[config.mk]
export PLATFORM = sky130hd
export DESIGN_NAME = i2c_txn_arbiter
export DESIGN_NICKNAME = d
export VERILOG_FILES = /design/src/rtl/i2c_txn_arbiter.sv
export SDC_FILE = /design/constraint.sdc
export NUM_CORES = 1
export LEC_CHECK = 0
export CORE_MARGIN = 2
export CORE_UTILIZATION = 45
export CTS_CLUSTER_SIZE = 40
export DETAILED_ROUTE_END_ITERATION = 10
export GPL_TIMING_DRIVEN = 0
export PLACE_DENSITY = 0.87
export REMOVE_ABC_BUFFERS = 1
export SLEW_MARGIN = 25
export SYNTH_ARGS = -nofsm -noshare
export SYNTH_HDL_FRONTEND = slang
export SYNTH_SLANG_ARGS = --single-unit
export TNS_END_PERCENT = 50
[constraint.sdc]
create_clock -name clk -period 4.1 [get_ports clk]
set_input_delay 0.41 -clock clk [delete_from_list [all_inputs] [get_ports clk]]
set_output_delay 0.41 -clock clk [all_outputs]
set_load 0.02 [all_outputs]
[src/rtl/i2c_txn_arbiter.sv]
// i2c_txn_arbiter: shares one single-transaction I2C master between NUM_REQ
// requesters. Requesters are granted round-robin, each transaction is tracked
// through the master's ready level, and the read data and slave-ACK status
// are returned to the granted requester with a one-cycle rsp_valid pulse.
// Optional build macro: I2C_ARB_RETRY_EN adds up to MAX_RETRY automatic
// relaunches of a NACKed transaction before the response is reported.
module i2c_txn_arbiter #(
    parameter int NUM_REQ        = 4,
    parameter int TIMEOUT_CYCLES = 4095,
    parameter int MAX_RETRY      = 2
) (
    input  logic                    clk,
    input  logic                    rst,
    input  logic [NUM_REQ-1:0]      req_valid,
    input  logic [7*NUM_REQ-1:0]    req_addr,
    input  logic [16*NUM_REQ-1:0]   req_data,
    input  logic [NUM_REQ-1:0]      req_rw,
    input  logic [NUM_REQ-1:0]      req_two_bytes,
    output logic [NUM_REQ-1:0]      req_accept,
    output logic [NUM_REQ-1:0]      rsp_valid,
    output logic [15:0]             rsp_rdata,
    output logic                    rsp_ack,
    output logic                    rsp_err,
    output logic                    busy,
    output logic                    m_start,
    output logic [6:0]              m_addr,
    output logic [15:0]             m_data,
    output logic                    m_rw,
    output logic                    m_two_bytes,
    input  logic                    m_ready,
    input  logic [15:0]             m_read_data,
    input  logic                    m_got_ack
);

    localparam int IDW = (NUM_REQ > 1) ? $clog2(NUM_REQ) : 1;
    localparam int TW  = $clog2(TIMEOUT_CYCLES + 1);
    localparam logic [TW-1:0]  TIMER_LAST = TW'(TIMEOUT_CYCLES - 1);
    localparam logic [IDW-1:0] LAST_ID    = IDW'(NUM_REQ - 1);

    // Reject configurations the id and timer widths were not sized for.
    if (NUM_REQ < 2 || NUM_REQ > 8 || TIMEOUT_CYCLES < 2 || MAX_RETRY < 0) begin : g_paramCheck
        $error("i2c_txn_arbiter: parameter out of range");
    end

    typedef enum logic [1:0] {
        S_IDLE      = 2'd0,
        S_LAUNCH    = 2'd1,
        S_WAIT_DONE = 2'd2,
        S_RESP      = 2'd3
    } state_t;

    state_t             r_state;
    state_t             w_nextState;
    logic [IDW-1:0]     r_rrPtr;
    logic [IDW-1:0]     r_grantId;
    logic [TW-1:0]      r_timer;
    logic [NUM_REQ-1:0] r_accept;
    logic [NUM_REQ-1:0] r_rspValid;
    logic [15:0]        r_rspRdata;
    logic               r_rspAck;
    logic               r_rspErr;
    logic [6:0]         r_mAddr;
    logic [15:0]        r_mData;
    logic               r_mRw;
    logic               r_mTwoBytes;
    logic               w_found;
    logic [IDW-1:0]     w_winner;
    logic               w_timeoutHit;
    logic               w_enterResp;

`ifdef I2C_ARB_RETRY_EN
    localparam int RTW = (MAX_RETRY > 0) ? $clog2(MAX_RETRY + 1) : 1;
    logic [RTW-1:0]     r_retryCnt;
    logic               w_retry;
`endif

    // Round-robin search: first valid requester at or after r_rrPtr, wrapping.
    always_comb begin
        int idx;
        idx      = 0;
        w_found  = 1'b0;
        w_winner = '0;
        for (int k = 0; k < NUM_REQ; k++) begin
            idx = int'(r_rrPtr) + k;
            if (idx >= NUM_REQ) begin
                idx = idx - NUM_REQ;
            end
            if (!w_found && req_valid[idx]) begin
                w_found  = 1'b1;
                w_winner = IDW'(idx);
            end
        end
    end

    // Next-state logic; the timeout check wins over any master handshake.
    always_comb begin
        w_nextState  = r_state;
        w_timeoutHit = 1'b0;
`ifdef I2C_ARB_RETRY_EN
        w_retry      = 1'b0;
`endif
        case (r_state)
            S_IDLE: begin
                if (w_found) begin
                    w_nextState = S_LAUNCH;
                end
            end
            S_LAUNCH: begin
                if (r_timer == TIMER_LAST) begin
                    w_nextState  = S_RESP;
                    w_timeoutHit = 1'b1;
                end else if (!m_ready) begin
                    w_nextState = S_WAIT_DONE;
                end
            end
            S_WAIT_DONE: begin
                if (r_timer == TIMER_LAST) begin
                    w_nextState  = S_RESP;
                    w_timeoutHit = 1'b1;
                end else if (m_ready) begin
`ifdef I2C_ARB_RETRY_EN
                    if (!m_got_ack && (r_retryCnt < RTW'(MAX_RETRY))) begin
                        w_nextState = S_LAUNCH;
                        w_retry     = 1'b1;
                    end else begin
                        w_nextState = S_RESP;
                    end
`else
                    w_nextState = S_RESP;
`endif
                end
            end
            S_RESP: begin
                w_nextState = S_IDLE;
            end
            default: begin
                w_nextState = S_IDLE;
            end
        endcase
    end

    assign w_enterResp = (w_nextState == S_RESP) && (r_state != S_RESP);

    // State register.
    always_ff @(posedge clk or negedge rst) begin
        if (!rst) begin
            r_state <= S_IDLE;
        end else begin
            r_state <= w_nextState;
        end
    end

    // Per-state wait timer: cleared on every state change, counts while waiting on the master.
    always_ff @(posedge clk or negedge rst) begin
        if (!rst) begin
            r_timer <= '0;
        end else if (w_nextState != r_state) begin
            r_timer <= '0;
        end else if (r_state == S_LAUNCH || r_state == S_WAIT_DONE) begin
            r_timer <= r_timer + 1'b1;
        end
    end

`ifdef I2C_ARB_RETRY_EN
    // NACK retry counter, restarted for every newly granted request.
    always_ff @(posedge clk or negedge rst) begin
        if (!rst) begin
            r_retryCnt <= '0;
        end else if (r_state == S_IDLE && w_found) begin
            r_retryCnt <= '0;
        end else if (w_retry) begin
            r_retryCnt <= r_retryCnt + 1'b1;
        end
    end
`endif

    // Grant capture, accept pulse and response registers.
    always_ff @(posedge clk or negedge rst) begin
        if (!rst) begin
            r_rrPtr     <= '0;
            r_grantId   <= '0;
            r_accept    <= '0;
            r_rspValid  <= '0;
            r_rspRdata  <= '0;
            r_rspAck    <= 1'b0;
            r_rspErr    <= 1'b0;
            r_mAddr     <= '0;
            r_mData     <= '0;
            r_mRw       <= 1'b0;
            r_mTwoBytes <= 1'b0;
        end else begin
            r_accept   <= '0;
            r_rspValid <= '0;
            r_rspRdata <= '0;
            r_rspAck   <= 1'b0;
            r_rspErr   <= 1'b0;
            if (r_state == S_IDLE && w_found) begin
                r_grantId          <= w_winner;
                r_accept[w_winner] <= 1'b1;
                r_mAddr            <= req_addr[int'(w_winner)*7 +: 7];
                r_mData            <= req_data[int'(w_winner)*16 +: 16];
                r_mRw              <= req_rw[w_winner];
                r_mTwoBytes        <= req_two_bytes[w_winner];
                r_rrPtr            <= (w_winner == LAST_ID) ? '0 : w_winner + 1'b1;
            end
            if (w_enterResp) begin
                r_rspValid[r_grantId] <= 1'b1;
                if (w_timeoutHit) begin
                    r_rspErr <= 1'b1;
                end else begin
                    r_rspAck   <= m_got_ack;
                    r_rspRdata <= r_mRw ? m_read_data : 16'h0000;
                end
            end
        end
    end

    assign req_accept  = r_accept;
    assign rsp_valid   = r_rspValid;
    assign rsp_rdata   = r_rspRdata;
    assign rsp_ack     = r_rspAck;
    assign rsp_err     = r_rspErr;
    assign busy        = (r_state != S_IDLE);
    assign m_start     = (r_state == S_LAUNCH);
    assign m_addr      = r_mAddr;
    assign m_data      = r_mData;
    assign m_rw        = r_mRw;
    assign m_two_bytes = r_mTwoBytes;

endmodule

**Word level (Yosys, flattened, before mapping)**

Cells that the tools add are included.

- Register bits: 69
- Logic and storage cells: 112

- Order comparisons: 12
- Eq/ne operators: 8
- Reduce and logical (&&, ||, !) cells: 15
- Multipliers: 1
- Shift operators: 2
- Add/subtract/negate cells: 9
- Mux-type cells: 52

Operators with widths:

| kind | count |
|---|---|
| $lt 32x4->1 const B | 4 |
| $mux 32 | 4 |
| $shiftx 64x7->16 | 1 |
| $mux 16 | 3 |
| $shiftx 28x6->7 | 1 |
| $mux 12 | 2 |
| $mux 1 | 22 |
| $mux 2 | 10 |
| $add 12x1->12 const B | 1 |
| $bmux 1 s2 | 6 |
| $eq 12x12->1 const B | 1 |
| $sub 3x3->4 const B | 3 |
| $ge 3x3->1 const B | 3 |
| $eq 2x2->1 const B | 4 |
| $mux 4 | 2 |
| $pmux 2 s4 | 1 |
| $logic_and 1x1->1 | 7 |
| $add 2x2->3 const B | 2 |
| $lt 2x3->1 const B | 2 |
| $mul 2x3->5 const B | 1 |
| $demux 1 s2 | 2 |
| $ge 2x1->1 const B | 2 |
| $reduce_bool 2->1 | 2 |
| $sub 2x3->4 const B | 1 |
| 10 further kinds | 12 |

**Longest topological paths before layout**

- Word-level depth: 20
- Gate-level depth with buffers: 9
- Gate-level depth less buffers: 7

**Worst setup path before layout**

OpenSTA, ideal clock, no wires.

- Path kind: reg2reg
- Start point: register r_state[0]
- End point: register r_mAddr[6] (netlist: m_addr[6])
- Required time: 4.017 ns
- Path slack: 1.936 ns
- Cell stages (with the launch flop): 10
- Clock period less this slack: 2.164 ns
- Library setup time: 0.083 ns
- Data arrival time: 2.081 ns
- Buffers on the path: 3
- Cell sequence: dfrtp_1 > inv_1 > ha_1 > clkbuf_1 > o41a_1 > clkbuf_1 > o21ai_0 > clkbuf_1 > a2bb2oi_1 > o21ai_0

- Word-level cells in the longest chain between the ends: 2

RTL lines:

| what | RTL line | RTL |
|---|---|---|
| start, declared | 52 | `state_t r_state;` |
| start signal, assigned | 149 | `r_state <= w_nextState;` |
| $logic_not 2->1 | 197 | `if (r_state == S_IDLE && w_found) begin` |
| $logic_and 1x1->1 | 197 |  |
| end signal, assigned | 200 | `r_mAddr <= req_addr[int'(w_winner)*7 +: 7];` |
| end, declared | 62 | `logic [6:0] r_mAddr;` |

No other way between the ends.
A chain may end at the register's enable or synchronous reset.

**Final worst setup path**

- Start point: register r_state[0]
- End point: register r_mData[6] (netlist: m_data[6])

- Word-level cells in the longest chain between the ends: 2

RTL lines:

| what | RTL line | RTL |
|---|---|---|
| $logic_not 2->1 | 197 |  |
| $logic_and 1x1->1 | 197 |  |
| end signal, assigned | 201 | `r_mData <= req_data[int'(w_winner)*16 +: 16];` |
| end, declared | 63 | `logic [15:0] r_mData;` |

No other way between the ends.

==> results.cfg <==
[run_status]
status = finished clean

[cts]
cts_tree = done
htreeDepth = 3
clockBufferDepth = 2
cts_root_buf = clkbuf_8
cts_resized = 0
ctsHoldBuffers = 1
numCtsBuffers = 9
insertion_delay_ns = 0.35
clk_pin_slew_worst_paths_ns = 0.08
clock_sinks = 69
post-cts-setup-buffers = 0

[placed_design]
place_ws_ns = 0.568
dp_hpwl_um = 7320
port_buffers = 176
place_congestion = 0.739

[setup_path]
end_kind = flop
start_kind = flop
criticalPathCategory = reg2reg
r2r_cells = 6
rrSetupSlack_ns = 1.16
r2r-end = m_data[6]
critPathArrivalTime_ns = 3.15
crit_required_ns = 4.31
reg2reg_from = r_state[0]
cp_max_fo = 30

[grt]
grt_start_max_net_pins = 42
grt_pass1_wl_um = 15800
met2_usage_pct = 40.1
met1_usage_pct = 25.1
use_met3_pct = 6.38
grt_usage_pct = 22.9
grt_pass1_vias = 3396
overflow = 0
gr-max-usage-layer = met2
antenna_found_initial = 0

[die]
start_util_pct = 45.8
rows = 33
core_area_um2 = 8130
die_area_um2 = 9020
die_x_um = 95.0
fp.dieH_um = 95.0
io_pins = 177

[timing]
slew_viol_final = 0
finalCriticalPeriod_ns = 2.94
worstMarginPinSlew_ns = 0.981
max_clock_freq_mhz = 340
finalClockSkew_ns = 0.00981
fin_setup_tns_ns = 0
hold_viol = 0
timing.final.ws_setup_ns = 1.16
finalSetupViolations = 0
timing.final.crit_share_pct = 71.6
rsz0062_at_grt = false
slew_headroom_pct = 34.4

[power_and_ir_drop]
ir_drop_mv = 0.317
powerDensity_nw_per_um2 = 633
power_mw = 3.69
p_leak_nw = 2.53

[synth]
ys_types = 45
synth_common_cells = 69 x dfrtp_1, 40 x mux2i_1, 30 x nand2_1
synthFlopType = dfrtp_1
synth.top_cell.area_share_pct = 46.4
synth_seq_cells = 69
syn_inst = 348
synth-edff-count = 0
synth_area_um2 = 3720
yosysWarnings = 0
synth-seq-area-share_pct = 46.4
ys_top_cells_by_area = dfrtp_1 46%, mux2i_1 11%, nor3_2 4.0%
synth-async-reset-ratio_pct = 100
syn_area_per_cell_um2 = 10.7
yosysMostFrequentCell = dfrtp_1
synth.largest_area_cell = dfrtp_1

[hold_path]
hold_depth = 1
hp-start = r_grantId[1]
min_path_type = reg2reg
min_to = rsp_valid[1]

[layout]
diodes = 0
postLayoutCoreUtil_pct = 71.7
fillers = 586
layout-drive-gt1-share_pct = 10.9
syn_to_final_growth_pct = 56.6
nets = 651

[routing]
wl_per_cell_um = 15.8
vias = 3328
vias_per_cell = 5.32
drt_iter0_drc = 117
antenna_left = 0
drc = 0
routed_wirelength_um = 9860
dr.pass1.iters = 4

[run]
drv_cap = 0
==> cell families (layout without fill, tap and decap cells) <==
group                    count (synthesis)  after routing  synth area share (%)
AND/OR/NAND/NOR                         99             99                  15.5
adder cells (fa/ha/maj)                 12             12                  3.97
flip-flops                              69             69                  46.4
multiplexers                            51             51                  14.1
XOR/XNOR                                11             11                  2.59
buffers and inverters                   34            207                  4.03
AO/OA/AOI/OAI                           72             72                  13.4
==> worst max-delay path by stage <==
stage	startpoint	end	slack [ns]	cells after the start
after floorplan	r_rrPtr[1]	r_rrPtr[1]	1.01	6
after detailed placement	req_valid[2]	m_data[1]	0.57	5
final	r_state[0]	m_data[6]	1.16	6
after CTS	r_state[0]	m_data[6]	0.64	6
after global routing	r_state[0]	m_data[6]	0.86	6
after global placement	req_valid[0]	r_rrPtr[1]	0.03	7
==> cell usage in the layout (no fill, tap or decap), types with 2 or more instances in the layout <==
| cell | count |
|---|---|
| nand4_1 | 2 |
| dfrtp_1 | 69 |
| clkinvlp_4 | 2 |
| nor3_1 | 5 |
| o22ai_1 | 11 |
| a21o_1 | 2 |
| ha_1 | 11 |
| nor2_1 | 20 |
| or4_4 | 2 |
| nand3_1 | 4 |
| nor3_2 | 15 |
| a31oi_1 | 11 |
| nor2b_1 | 3 |
| xor2_1 | 6 |
| xnor2_1 | 5 |
| nor3b_1 | 2 |
| nand2_1 | 30 |
| mux2_2 | 11 |
| a2bb2oi_1 | 14 |
| clkdlybuf4s50_1 | 175 |
| and2_1 | 4 |
| buf_4 | 2 |
| inv_1 | 11 |
| o211ai_1 | 2 |
| and3_1 | 3 |
| or3_1 | 2 |
| o21ai_1 | 2 |
| bufinv_16 | 3 |
| and4_1 | 2 |
| o21ai_0 | 17 |
| a211oi_1 | 2 |
| buf_12 | 2 |
| mux2i_1 | 40 |
| nor3b_2 | 2 |
| clkbuf_8 | 10 |
==> flip-flops by register name (all words and copies together) (netlist names), 2 cells and up <==
| name | cells |
|---|---|
| m_addr | 7 |
| m_data | 16 |
| r_grantId | 2 |
| r_rrPtr | 2 |
| r_state | 2 |
| r_timer | 12 |
| req_accept | 4 |
| rsp_rdata | 16 |
| rsp_valid | 4 |
==> critical path: stages (launching register included) <==
cell and delay [ns]:
dfrtp_1 0.43, inv_1 0.17, ha_1 0.38, o41a_2 0.57, nand3_1 0.81, o22ai_1 0.36
a31oi_1 0.08
==> area by class of cell <==
| type | count | area [um^2] | share of cell area (%) |
|---|---|---|---|
| Multi-Input combinational cell | 245 | 1860 | 32.0 |
| Timing Repair Buffer | 180 | 1820 | 31.2 |
| Sequential cell | 69 | 1730 | 29.6 |
| Clock buffer | 10 | 138 | 2.36 |
| Tap cell | 105 | 131 | 2.25 |
| Clock inverter | 6 | 110 | 1.89 |
| Inverter | 11 | 41.3 | 0.708 |
==> report_power, final <==
part | internal (mW) | leakage (nW) | switching [mW]
clock | 0.419 | 0.119 | 0.263
combinational | 0.905 | 1.52 | 1.04
sequential | 0.901 | 0.891 | 0.159
total | 2.23 | 2.53 | 1.46
==> layer usage <==
metal	wire length, um	vias to the layer above	share of wire [%]
met5	0	-	0
met3	809	22	8.2
met4	248	0	2.5
met1	3630	1565	37
li1	-	1594	-
met2	5170	147	52
==> per-stage QoR <==
stage	instance area (um^2)	hold slack (ns)	cells
CTS	5830	0.493	626
global route	5830	0.515	626
global placement	5510	0.475	606
detailed placement	5570	0.356	609
floorplan	3610	0.114	325
finish	5830	0.494	626
Note: power is estimated with default switching activity, not from simulation.
==> RTL change 1, RTL diff (same settings) <==
`TIMEOUT_CYCLES`: 4095 -> 2047.
--- a/src/rtl/i2c_txn_arbiter.sv
+++ b/src/rtl/i2c_txn_arbiter.sv
@@ -7,5 +7,5 @@
 module i2c_txn_arbiter #(
     parameter int NUM_REQ        = 4,
-    parameter int TIMEOUT_CYCLES = 4095,
+    parameter int TIMEOUT_CYCLES = 2047,
     parameter int MAX_RETRY      = 2
 ) (
Behaviour: same outputs for any inputs over 10 cycles, from zero or initial values and one cycle with rst low; that may be too few to reach the edited logic, so the function may still have changed.
==> RTL change 1 against the unedited design <==
  * Total power rose by 0.86%
  * Routed wire length is 10% higher
  * Global-route usage is 0.97 points higher
  * Critical path type is now input pin to register
  * Clock skew about the same
  * Worst setup slack got worse by 0.27 ns
  * Sequential cell count fell by 1
  * Area after synthesis grew 0.71%
  * Final area is 0.99% higher
  * Maximum frequency decreased by 8.5%
==> RTL change 1: results (changes against the unedited design) <==
----------------------------------------------------
[Run status]
  Outcome ... finished clean (unchanged)

[Drt]
  Overall routed net length ... 10900 um (was 9860 um)
  Via count ... 3465 (was 3328)

[Worst setup path]
  Worst path required time ... 4.33 ns (was 4.31 ns)
  Endpoint of the lowest-slack register-to-register path ... req_accept[0]$_DFF_PN0_ (was m_data[6]$_DFFE_PN0P_)
  Launch point of the worst reg-to-reg path ... r_rrPtr[1]$_DFFE_PN0P_ (was r_state[0]$_DFF_PN0_)

[Min path]
  Min-delay worst type ... input pin to asynchronous set/reset pin (was register to register)

[Power and ir drop]
  Cell-internal power ... 2250 uW (was 2230 uW)
  Leakage power summed over all cells ... 0.00271 uW (was 0.00253 uW)
  Power density of the placed cells ... 632 nW/um^2 (was 633 nW/um^2)

[Logic synthesis]
  Netlist cell types ... 43 (was 45)
  Adder and majority cell fraction of the synthesized area ... 3.94% (was 3.97%)
  Synthesized-area fraction occupied by xor and xnor cells ... 2.34% (was 2.59%)
  Share of cell area taken by muxes after synthesis ... 14.0% (was 14.1%)
  Cells taking the most area after synthesis ... dfrtp_1 45%, mux2i_1 13%, nor3_1 6.9%, a211o_1 5.8%, ha_1 3.7% (was dfrtp_1 46%, mux2i_1 11%, nor3_2 4.0%, ha_1 3.7%, mux2_2 3.3%)
  Register area share after synthesis ... 45.4% (was 46.4%)

[Timing]
  Tightest hold margin ... 0.0230 ns (was 0.494 ns)
  Actual slew at the worst max-slew pin ... 0.951 ns (was 0.981 ns)

[Global routing]
  Met1 Resource Use GR ... 27.9% (was 25.1%)
  Met3 GRT Util ... 6.40% (was 6.38%)
  Global-route total usage across every layer ... 23.9% (was 22.9%)

[Layout]
  Share of final-layout standard cells stronger than drive strength 1 ... 6.27% (was 10.9%)
  Final Net Count ... 672 (was 651)
  Count of fill cells added during filler insertion ... 567 (was 586)

[Placed design]
  Post-DP Area ... 5640 um^2 (was 5570 um^2)
  Total placed cells including tap cells ... 631 (was 609)
  Dpl ws ... 0.494 ns (was 0.568 ns)

----------------------------------------------------
[RTL change 1: changes by cell type after synthesis, sizes merged, moves of 15 or more]
cell / change
a211o: +25
nor2: +15
o21ai: -15
nor3: +34
[RTL change 1: kinds of logic after synthesis]
group	count (synthesis)
simple gates	139
fa+ha+maj	12
buf+inv	38
xor+xnor	10
flops	68
mux	52
compound gates	49
[RTL change 1: final cells by class]
cell class                 instances  area share [%]
clock buffer                      10            2.34
clock inverter                     6            1.89
inverter                          11           0.702
multi-input combinational        262            31.5
sequential                        68            28.9
tap                              105            2.23
timing repair buffer             185            32.4
[RTL change 1: worst max-delay path by stage]
stage | to | slack, ns | from | depth (start not counted)
detailed placement | req_accept[0]$_DFF_PN0_ | 0.49 | req_valid[0] | 7
floorplan | r_rrPtr[0]$_DFFE_PN0P_ | -1.36 | req_valid[1] | 5
finish | req_accept[0]$_DFF_PN0_ | 0.89 | req_valid[0] | 7
global route | req_accept[0]$_DFF_PN0_ | 0.62 | req_valid[1] | 7
global placement | r_rrPtr[0]$_DFFE_PN0P_ | -3.03 | req_valid[0] | 6
CTS | req_accept[0]$_DFF_PN0_ | 0.85 | req_valid[0] | 7
[RTL change 1: power by group through the flow]
stage	Clock [uW]	Sequential, uW	Combinational [uW]
2_1_floorplan	0	1220	1020
3_5_place_dp	0	1040	2010
6_report	680	1030	2010
5_1_grt	726	1060	2180
4_1_cts	687	1030	2030
3_3_place_gp	0	1030	1930
[RTL change 1: routing by layer]
layer,share of wire (%),vias up,wire length [um]
met5,0,-,0
met4,1.3,0,146
met3,8.9,14,964
met2,52,135,5670
met1,38,1659,4070
li1,-,1657,-
==> RTL change 2, RTL diff (config.mk and constraints unchanged) <==
Made on the original files. Register the output `rsp_err` once more, without a reset; this adds one clock of latency there. The other outputs are not delayed to match.
--- a/src/rtl/i2c_txn_arbiter.sv
+++ b/src/rtl/i2c_txn_arbiter.sv
@@ -220,5 +220,7 @@
     assign rsp_rdata   = r_rspRdata;
     assign rsp_ack     = r_rspAck;
-    assign rsp_err     = r_rspErr;
+    always_ff @(posedge clk) begin
+        rsp_err <= r_rspErr;
+    end
     assign busy        = (r_state != S_IDLE);
     assign m_start     = (r_state == S_LAUNCH);
Formal check against the unedited RTL: no difference found for any inputs over 4 cycles, from zero or initial values and one cycle with rst low; that may be too few to reach the edited logic, so the function may still have changed.
==> RTL change 2 against the unedited design <==
  * The flow now finishes with violations (hold timing)
  * Critical path depth stayed put
  * Maximum frequency rose by 10%
  * Routed wire length decreased by 1.4%
  * Total power shrank 3.5%
  * Global-route usage shrank 1.1 points
  * First-iteration DRC count is 11% higher
  * Sequential cell count grew 1
  * Worst hold slack worse by 0.51 ns
  * Area after synthesis is 0.54% higher
  * Final area down 0.39%
  * Worst setup slack gained 0.28 ns
  * Critical endpoint is now r_timer[1]$_DFFE_PN0P_
  * Largest power group unchanged
  * Highest routed layer unchanged
==> RTL change 2: results (changes against the unedited design) <==
----------------------------------------------------
[Clock tree]
  Clock slew at reported path FFs ... 0.08 ns (about the same)
  Gates resized, CTS repair ... 0 (unchanged)
  Clk buf depth ... 2 (unchanged)
  Cts bufs inserted ... 9 (unchanged)
  Number of buffers added for setup after CTS ... 0 (unchanged)
  Clock root cell ... clkbuf_8 (unchanged)
  Worst skew pair latency ... between 0.3 and 0.4 ns
  Number of H-tree levels ... 3 (unchanged)

[Drt]
  Overall routed net length ... 9720 um (was 9860 um)
  Number of DRC violations after detailed-routing iteration 0 ... 130 (was 117)
  Sum of routed wire segments on met1 ... 3710 um (was 3630 um)
  Met2 routed wirelength ... 4970 um (was 5170 um)
  Number of vias per cell after detailed routing ... 5.26 (was 5.32)
  Uppermost metal layer occupied by signal nets ... met4 (unchanged)
  Detailed-routed wire length on met3 ... 797 um (was 809 um)
  Count of TritonRoute iterations in the first routing pass ... 6 (was 4)

[Run status]
  Violations in the final reports ... hold timing
  Outcome ... complete, but fails checks (was finished clean)

[Power and ir drop]
  Worst vdd ir ... 0.000282 V (was 0.000317 V)
  Leakage power summed over all cells ... 0.00252 uW (was 0.00253 uW)

[Global routing]
  Number of antenna violations at the first check in global routing ... 0 (unchanged)
  Vias in the first global route ... 3270 (was 3396)
  Global-route wire length before repair ... 15200 um (was 15800 um)
  Pin count of the biggest net entering global routing ... 40 (was 42)
  Global-route total usage across every layer ... 21.8% (was 22.9%)

[Logic synthesis]
  Netlist cell types ... 46 (was 45)
  Cells taking the most area after synthesis ... dfrtp_1 46%, mux2i_1 11%, nor3_2 4.0%, ha_1 3.7%, mux2_2 3.3% (unchanged)
  Top cells by count, synth ... 69 x dfrtp_1, 40 x mux2i_1, 30 x nand2_1 (unchanged)
  Proportion of synthesized flip-flops having asynchronous set or reset ... 98.6% (was 100%)
  Register area share after synthesis ... 46.7% (was 46.4%)
  Warnings from Yosys ... 0 (unchanged)

[Placed design]
  Placer congestion estimate ... 0.827 (was 0.739)
  Total of buffers placed on input and output ports ... 176 (unchanged)
  Dpl ws ... 0.597 ns (was 0.568 ns)
  Detailed Place HPWL ... 7310 um (was 7320 um)

[Worst setup path]
  Maximum fanout encountered on the critical timing path ... 30 (unchanged)
  Worst EP arrival ... 2.90 ns (was 3.15 ns)

[Layout]
  Share of final-layout standard cells stronger than drive strength 1 ... 11.3% (was 10.9%)
  Final Net Count ... 652 (was 651)
  Antenna diode instance count ... 0 (unchanged)

[Min path]
  Min-delay worst type ... input pin to asynchronous set/reset pin (was register to register)

[Run]
  # Max-Cap Violations ... 0 (unchanged)

[Timing]
  Hold violation count in the final report ... 13 (was 0)
  Setup Skew ... 0.00886 ns (was 0.00981 ns)
  Tightest hold margin ... -0.0111 ns (was 0.494 ns)
  Actual slew at the worst max-slew pin ... 0.921 ns (was 0.981 ns)

----------------------------------------------------
## RTL change 2: changes by cell type after synthesis
cell / delta
dfxtp_1: +1
## RTL change 2: logic make-up after synthesis
kind of cell	count (synthesis)	share of synthesized area [%]
compound gates	72	13.4
buf+inv	34	4.01
mux	51	14.0
flops	70	46.7
fa+ha+maj	12	3.95
simple gates	99	15.4
xor+xnor	11	2.57
## RTL change 2: power by group
| part | internal (uW) | total [uW] | switching [uW] | leakage [uW] |
|---|---|---|---|---|
| registers | 910 | 1070 | 156 | 0.000899 |
| logic | 905 | 1940 | 1030 | 0.00152 |
| clock network | 295 | 557 | 262 | 0.000102 |
| total | 2110 | 3560 | 1450 | 0.00252 |
## RTL change 2: worst max-delay path: stages
cell and delay, ns:
clkdlybuf4s50_1 0.54, o41a_2 0.78, o21ai_0 0.27, o211a_1 0.17, o211ai_1 0.36, a211oi_1 0.37
## RTL change 2: metrics by stage
stage / util [%] / cells / cell area, um^2
2_1_floorplan: - / 326 / 3630
3_3_place_gp: 67.9 / 607 / 5530
3_5_place_dp: 68.9 / 611 / 5600
4_1_cts: 71.3 / 627 / 5800
5_1_grt: 71.4 / 627 / 5810
6_report: 71.4 / 627 / 5810
## RTL change 2: path summary, 6_finish.rpt
path,cells after the start,slack [ns],to,startpoint
worst max-delay path,6,1.44,r_timer[1]$_DFFE_PN0P_,req_valid[2]
worst min-delay path,1,-0.01,rsp_rdata[10]$_DFF_PN0_,rst
worst max register to register,6,1.50,m_data[15]$_DFFE_PN0P_,r_state[0]$_DFF_PN0_
worst min register to register,0,0.35,rsp_err$_DFF_P_,r_rspErr$_DFF_PN0_
max in group asynchronous,2,3.57,m_addr[0]$_DFFE_PN0P_,rst
min in group clk,0,0.35,rsp_err$_DFF_P_,r_rspErr$_DFF_PN0_
## RTL change 2: layout make-up
cell class / instances / area [um^2]
clock buffer: 10 / 138
clock inverter: 6 / 61.3
fill: 577 / 2330
inverter: 11 / 41.3
multi-input combinational: 245 / 1870
sequential: 70 / 1750
tap: 105 / 131
timing repair buffer: 180 / 1820
## RTL change 2: metal layers
layer	vias up	track usage, %
met4	0	9.42
met3	19	5.85
li1	1595	-
met2	148	38.8
met5	-	0
met1	1533	24.2
